<file path="src/rtl/tx_request_latch_pkg.sv">
// Shared types and default lookup tables for the front-panel TX request block.
package tx_request_pkg;

    typedef enum logic [1:0] {
        ST_IDLE = 2'd0,
        ST_ARM  = 2'd1,
        ST_PEND = 2'd2,
        ST_HELD = 2'd3
    } state_e;

    localparam int unsigned BYTES_DEF [4] = '{32'd1, 32'd32, 32'd128, 32'd256};
    localparam int unsigned DISP_DEF  [4] = '{32'd0, 32'd5, 32'd10, 32'd20};

endpackage

</file>
<file path="src/rtl/tx_request_latch_stable_tick_counter.sv">
// Counts consecutive ce samples at LEVEL, saturating at TARGET. done_o flags the
// sample that completes the run, so the caller can act on that very edge.
module stable_tick_counter #(
    parameter int unsigned TARGET = 64,
    parameter logic        LEVEL  = 1'b1
) (
    input  logic clk,
    input  logic reset_n,
    input  logic ce_i,
    input  logic level_i,
    input  logic clr_i,
    output logic done_o
);

    localparam int unsigned CW = $clog2(TARGET + 1);
    localparam logic [CW-1:0] TARGET_C = CW'(TARGET);
    localparam logic [CW-1:0] LAST_C   = CW'(TARGET - 1);

    logic [CW-1:0] count_q;
    logic [CW-1:0] count_d;

    always_comb begin
        count_d = count_q;
        if (clr_i) begin
            count_d = '0;
        end else if (ce_i) begin
            if (level_i != LEVEL) begin
                count_d = '0;
            end else if (count_q != TARGET_C) begin
                count_d = count_q + 1'b1;
            end
        end
    end

    always_ff @(posedge clk or negedge reset_n) begin
        if (!reset_n) begin
            count_q <= '0;
        end else begin
            count_q <= count_d;
        end
    end

    assign done_o = ce_i && !clr_i && (level_i == LEVEL) && (count_q == LAST_C);

endmodule

</file>
<file path="src/rtl/tx_request_latch.sv">
// Debounced button request: snapshots settings and issues one start strobe per
// accepted press (or auto-repeat), interlocked with the transmitter busy flag.
module tx_request_latch
    import tx_request_pkg::*;
#(
    parameter int unsigned DATA_W         = 8,
    parameter int unsigned CNT_W          = 15,
    parameter int unsigned DISP_W         = 8,
    parameter int unsigned DEBOUNCE_TICKS = 64,
    parameter int unsigned REPEAT_TICKS   = 3200,
    parameter int unsigned BYTES_0        = BYTES_DEF[0],
    parameter int unsigned BYTES_1        = BYTES_DEF[1],
    parameter int unsigned BYTES_2        = BYTES_DEF[2],
    parameter int unsigned BYTES_3        = BYTES_DEF[3],
    parameter int unsigned DISP_0         = DISP_DEF[0],
    parameter int unsigned DISP_1         = DISP_DEF[1],
    parameter int unsigned DISP_2         = DISP_DEF[2],
    parameter int unsigned DISP_3         = DISP_DEF[3]
) (
    input  logic              clk,
    input  logic              reset_n,
    input  logic              ce,
    input  logic              button,
    input  logic              repeat_en,
    input  logic              tx_busy,
    input  logic [DATA_W-1:0] data,
    input  logic [1:0]        delay_sel,
    input  logic [1:0]        bytes_sel,
    output logic              start_pulse,
    output logic [DATA_W-1:0] data_latch,
    output logic [1:0]        delay_latch,
    output logic [DISP_W-1:0] delay_disp,
    output logic [CNT_W-1:0]  bytes_to_send,
    output logic [7:0]        fire_count,
    output logic              pending
);

    localparam int unsigned RW = $clog2(REPEAT_TICKS + 1);
    localparam logic [RW-1:0] REP_LAST_C = RW'(REPEAT_TICKS - 1);

    state_e            state_q, state_d;
    logic              start_q, start_d;
    logic [7:0]        fire_q, fire_d;
    logic [RW-1:0]     rep_q, rep_d;
    logic [DATA_W-1:0] data_q;
    logic [1:0]        delay_q;
    logic [DISP_W-1:0] disp_q;
    logic [CNT_W-1:0]  bytes_q;
    logic              capture;
    logic              press_done, release_done, rep_wrap;

    function automatic logic [CNT_W-1:0] bytes_lookup(input logic [1:0] sel);
        case (sel)
            2'd0:    bytes_lookup = CNT_W'(BYTES_0);
            2'd1:    bytes_lookup = CNT_W'(BYTES_1);
            2'd2:    bytes_lookup = CNT_W'(BYTES_2);
            default: bytes_lookup = CNT_W'(BYTES_3);
        endcase
    endfunction

    function automatic logic [DISP_W-1:0] disp_lookup(input logic [1:0] sel);
        case (sel)
            2'd0:    disp_lookup = DISP_W'(DISP_0);
            2'd1:    disp_lookup = DISP_W'(DISP_1);
            2'd2:    disp_lookup = DISP_W'(DISP_2);
            default: disp_lookup = DISP_W'(DISP_3);
        endcase
    endfunction

    // Press run is only meaningful while idle/arming; release run only while held.
    stable_tick_counter #(.TARGET(DEBOUNCE_TICKS), .LEVEL(1'b1)) u_press (
        .clk     (clk),
        .reset_n (reset_n),
        .ce_i    (ce),
        .level_i (button),
        .clr_i   ((state_q == ST_PEND) || (state_q == ST_HELD)),
        .done_o  (press_done)
    );

    stable_tick_counter #(.TARGET(DEBOUNCE_TICKS), .LEVEL(1'b0)) u_release (
        .clk     (clk),
        .reset_n (reset_n),
        .ce_i    (ce),
        .level_i (button),
        .clr_i   (state_q != ST_HELD),
        .done_o  (release_done)
    );

    assign rep_wrap = ce && (rep_q == REP_LAST_C);

    always_comb begin
        rep_d = '0;
        if (state_q == ST_HELD) begin
            rep_d = rep_q;
            if (ce) begin
                rep_d = rep_wrap ? '0 : rep_q + 1'b1;
            end
        end
    end

    always_comb begin
        state_d = state_q;
        start_d = 1'b0;
        fire_d  = fire_q;
        capture = 1'b0;
        case (state_q)
            ST_IDLE: begin
                if (ce && button) state_d = ST_ARM;
            end
            ST_ARM: begin
                if (press_done) begin
                    state_d = ST_PEND;
                    capture = 1'b1;
                end else if (ce && !button) begin
                    state_d = ST_IDLE;
                end
            end
            ST_PEND: begin
                if (!tx_busy) begin
                    start_d = 1'b1;
                    fire_d  = fire_q + 8'd1;
                    state_d = ST_HELD;
                end
            end
            ST_HELD: begin
                // Release takes priority over a coincident repeat fire.
                if (release_done) begin
                    state_d = ST_IDLE;
                end else if (rep_wrap && repeat_en && button) begin
                    state_d = ST_PEND;
                    capture = 1'b1;
                end
            end
            default: state_d = ST_IDLE;
        endcase
    end

    always_ff @(posedge clk or negedge reset_n) begin
        if (!reset_n) begin
            state_q <= ST_IDLE;
            start_q <= 1'b0;
            fire_q  <= '0;
            rep_q   <= '0;
            data_q  <= '0;
            delay_q <= '0;
            disp_q  <= '0;
            bytes_q <= '0;
        end else begin
            state_q <= state_d;
            start_q <= start_d;
            fire_q  <= fire_d;
            rep_q   <= rep_d;
            if (capture) begin
                data_q  <= data;
                delay_q <= delay_sel;
                disp_q  <= disp_lookup(delay_sel);
                bytes_q <= bytes_lookup(bytes_sel);
            end
        end
    end

    assign start_pulse   = start_q;
    assign data_latch    = data_q;
    assign delay_latch   = delay_q;
    assign delay_disp    = disp_q;
    assign bytes_to_send = bytes_q;
    assign fire_count    = fire_q;
    assign pending       = (state_q == ST_PEND);

endmodule

</file>
<file path="config.mk">
export PLATFORM = sky130hd
export DESIGN_NAME = tx_request_latch
export DESIGN_NICKNAME = d
export VERILOG_FILES = /design/src/rtl/tx_request_latch_pkg.sv /design/src/rtl/tx_request_latch_stable_tick_counter.sv /design/src/rtl/tx_request_latch.sv
export SDC_FILE = /design/constraint.sdc
export NUM_CORES = 1
export LEC_CHECK = 0
export ABC_AREA = 0
export CAP_MARGIN = 15
export CORE_MARGIN = 10
export CORE_UTILIZATION = 45
export DETAILED_ROUTE_END_ITERATION = 16
export PLACE_DENSITY = 0.73
export SLEW_MARGIN = 10
export SYNTH_ARGS = -nofsm -noshare
export SYNTH_HDL_FRONTEND = slang
export SYNTH_SLANG_ARGS = --single-unit
</file>
<file path="constraint.sdc">
create_clock -name clk -period 1.8 [get_ports clk]
set_input_delay 0.36 -clock clk [delete_from_list [all_inputs] [get_ports clk]]
set_output_delay 0.36 -clock clk [all_outputs]
set_load 0.05 [all_outputs]
</file>
==> out/metrics.yaml <==
yosys:
  yosys-top-cells-area: "dfrtp_1, mux2_4, buf_4"
  postSynthCellCount: 284
  async_reset_ff_frac: 1.00
  yosysTopAreaCellShare: 0.457
  yosys_most_used_dff: "dfrtp_1"
  yosysTopAreaCell: "dfrtp_1"
  ys_seq_elements: 55
  syn_area_sq_um: 3010
  ys_types: 57
  synth_area_per_cell_sq_um: 10.6
  synth.yosys.warnings: 0
  synth_edf_count: 0
  synth_seq_area_share: 0.457
clock_network:
  cts_made_buffers: 5
  cts_buffer_depth: 2
  insertion_delay_ns: 0.30
  cts-hold-fix-buffers: 0
  clock_sinks: 55
  cts_tree: "yes"
  cts.htree.levels: 2
  path_clk_slew_ns: 0.10
  cts-root-buf: "clkbuf_8"
setup_path:
  r2r_cells: 8
  path_common_cell: "buf_4"
  crit_chain: "clkdlybuf4s50_1 > buf_4 > o41ai_4 > buf_4 > buf_4 > or3_1 > a31oi_1"
  critical_path.max_stage_delay_ns: 0.57
  path_delay_family: "buffers and inverters"
  r2r-end: "u_press.count_q[1]"
  crit_slowest_cell: "clkdlybuf4s50_1"
  worstPathRequired_ns: 2.03
  regToRegStartpoint: "u_press.count_q[0]"
  cp-start-kind: "input port"
  r2r_setup_slack_ns: 0.06
  cp_num_buf_inv: 4
  crit_type: "input port to flip-flop"
  path_max_fanout: 8
  endpoint_kind: "flip-flop"
  crit_arrival_ns: 1.98
finish:
  nNetsFinal: 390
  fin_cells: 443
  final_common_cell: "buf_4"
  num_antenna_cells: 0
  drive_gt1_frac: 0.311
  final_cell_mix: "buf_4, dfrtp_1, nand2_1"
  multi_input_area_sq_um: 1520
  fillCellCount: 522
  area_growth_syn_to_layout_pct: 28.6
  regArea_sq_um: 1380
grt:
  grt_pass1_wl_um: 11200
  track_usage: 0.131
  grt_max_degree: 56
  antenna_found_initial: 0
  grt-ovfl-total: 0
  grt_pass1_vias: 2351
hold_path:
  min_path_type: "input port to asynchronous set/reset pin"
place:
  placed_cells: 434
  dp_hpwl_um: 5070
  io_buffers: 46
  gp_congestion: 0.862
drt:
  post_drt_wl_per_cell_um: 15.2
  drc_errors: 0
  viasPerCell: 5.39
  dr.pass1.iters: 4
  drt-total-wl_um: 6740
  drt_first_iter_violations: 131
  antenna_left: 0
  dr_total_vias: 2388
floorplanning:
  fp.dieW_um: 102
  core_sq_um: 6420
  core.rowCount: 29
  die_y_um: 102
  die_area_sq_um: 10400
  initial_core_util: 0.469
  pin_count: 61
job:
  maxCapViolCount: 0
run_status:
  status: "complete, no violations"
timing:
  post-route-min-period_ns: 1.76
  hold_viol_final: 0
  max_freq_ghz: 0.570
  setup_tns_ns: 0
  drv_slew: 0
  min_period_over_period: 0.975
  setup_viol: 0
  finClkSkew_ns: 0.00391
  rsz0062_at_grt: "yes"
power_and_ir_drop:
  vdd_drop_max_mv: 0.825
  leakage_nw: 1.84
  pwr_density_cell_nw_per_um2: 839
  power_w: 0.00325
sequential cells by signal (all words and copies together), names as in the netlist:
register           cells
bytes_to_send          4
data_latch             8
delay_disp             4
delay_latch            2
fire_count             8
rep_q                 12
start_pulse            1
state_q                2
u_press.count_q        7
u_release.count_q      7
synthesized netlist by cell type (4+ instances only):
cell and number:
nor3b_1 4, nor4_1 4, and3_1 4, nor3_1 4, nand2b_1 5, clkbuf_1 4
ha_1 6, nand3_1 10, dfrtp_1 55, o21ai_0 9, a21oi_1 9, xor2_1 5
buf_4 15, nor2b_1 4, xnor2_1 4, nand4_1 7, buf_2 4, mux2_2 10
or3_1 5, mux2_4 8, nand2_1 27, a31oi_1 6, nor2_1 14, inv_1 12
per-stage QoR:
stage	util	hold WS, ns	area (sq um)	worst slack [ns]
floorplan	-	0.0644	3060	0.0913
global placement	0.573	0.380	3680	-0.440
detailed placement	0.573	0.382	3680	-0.453
CTS	0.595	0.0491	3820	0.0190
global route	0.603	0.0483	3870	-0.0128
finish	0.603	0.0354	3870	0.0448
power by group:
part | internal [W] | leakage, nW | switching, W
clock | 0.000407 | 0.0502 | 0.000396
combinational | 0.000403 | 1.05 | 0.000599
sequential | 0.00134 | 0.736 | 0.000109
cells by family after synthesis:
logic type	after synthesis	synth area share
flip-flops	55	0.457
AO/OA/AOI/OAI	47	0.115
buffers and inverters	36	0.0706
multiplexers	21	0.0872
AND/OR/NAND/NOR	109	0.217
adder cells (fa/ha/maj)	6	0.0249
XOR/XNOR	9	0.0262
other	1	0.00125
metal layers:
metal  vias up  GRT usage  part of all wire
met5         -          0                 0
met4         0     0.0264            0.0073
met2        72      0.217              0.49
li1       1160          -                 -
met1      1150      0.163              0.43
met3         6     0.0442             0.076
worst max path at each step:
stage	from	end	slack [ns]	depth (start not counted)
6_report	ce	u_press.count_q[2]	0.04	7
5_1_grt	u_press.count_q[1]	u_press.count_q[1]	-0.01	7
4_1_cts	u_press.count_q[0]	u_press.count_q[2]	0.02	9
3_5_place_dp	button	delay_latch[1]	-0.45	5
3_3_place_gp	ce	data_latch[7]	-0.44	5
2_1_floorplan	u_press.count_q[0]	data_latch[0]	0.09	6
what timing repair did:
item,4_1_cts,5_1_grt
pin swaps,1,8
buffers inserted,2,0
resized for setup,2,11
endpoints found under the setup margin,21,27
area by class of cell:
class	count	area share
clock inverters	2	0.00969
well taps	77	0.0249
clock buffers	5	0.0178
multi-input cells	206	0.392
repair buffers	86	0.187
flip-flops and latches	55	0.356
inverters	12	0.0123
No activity file was read; power rests on OpenSTA's default activity.
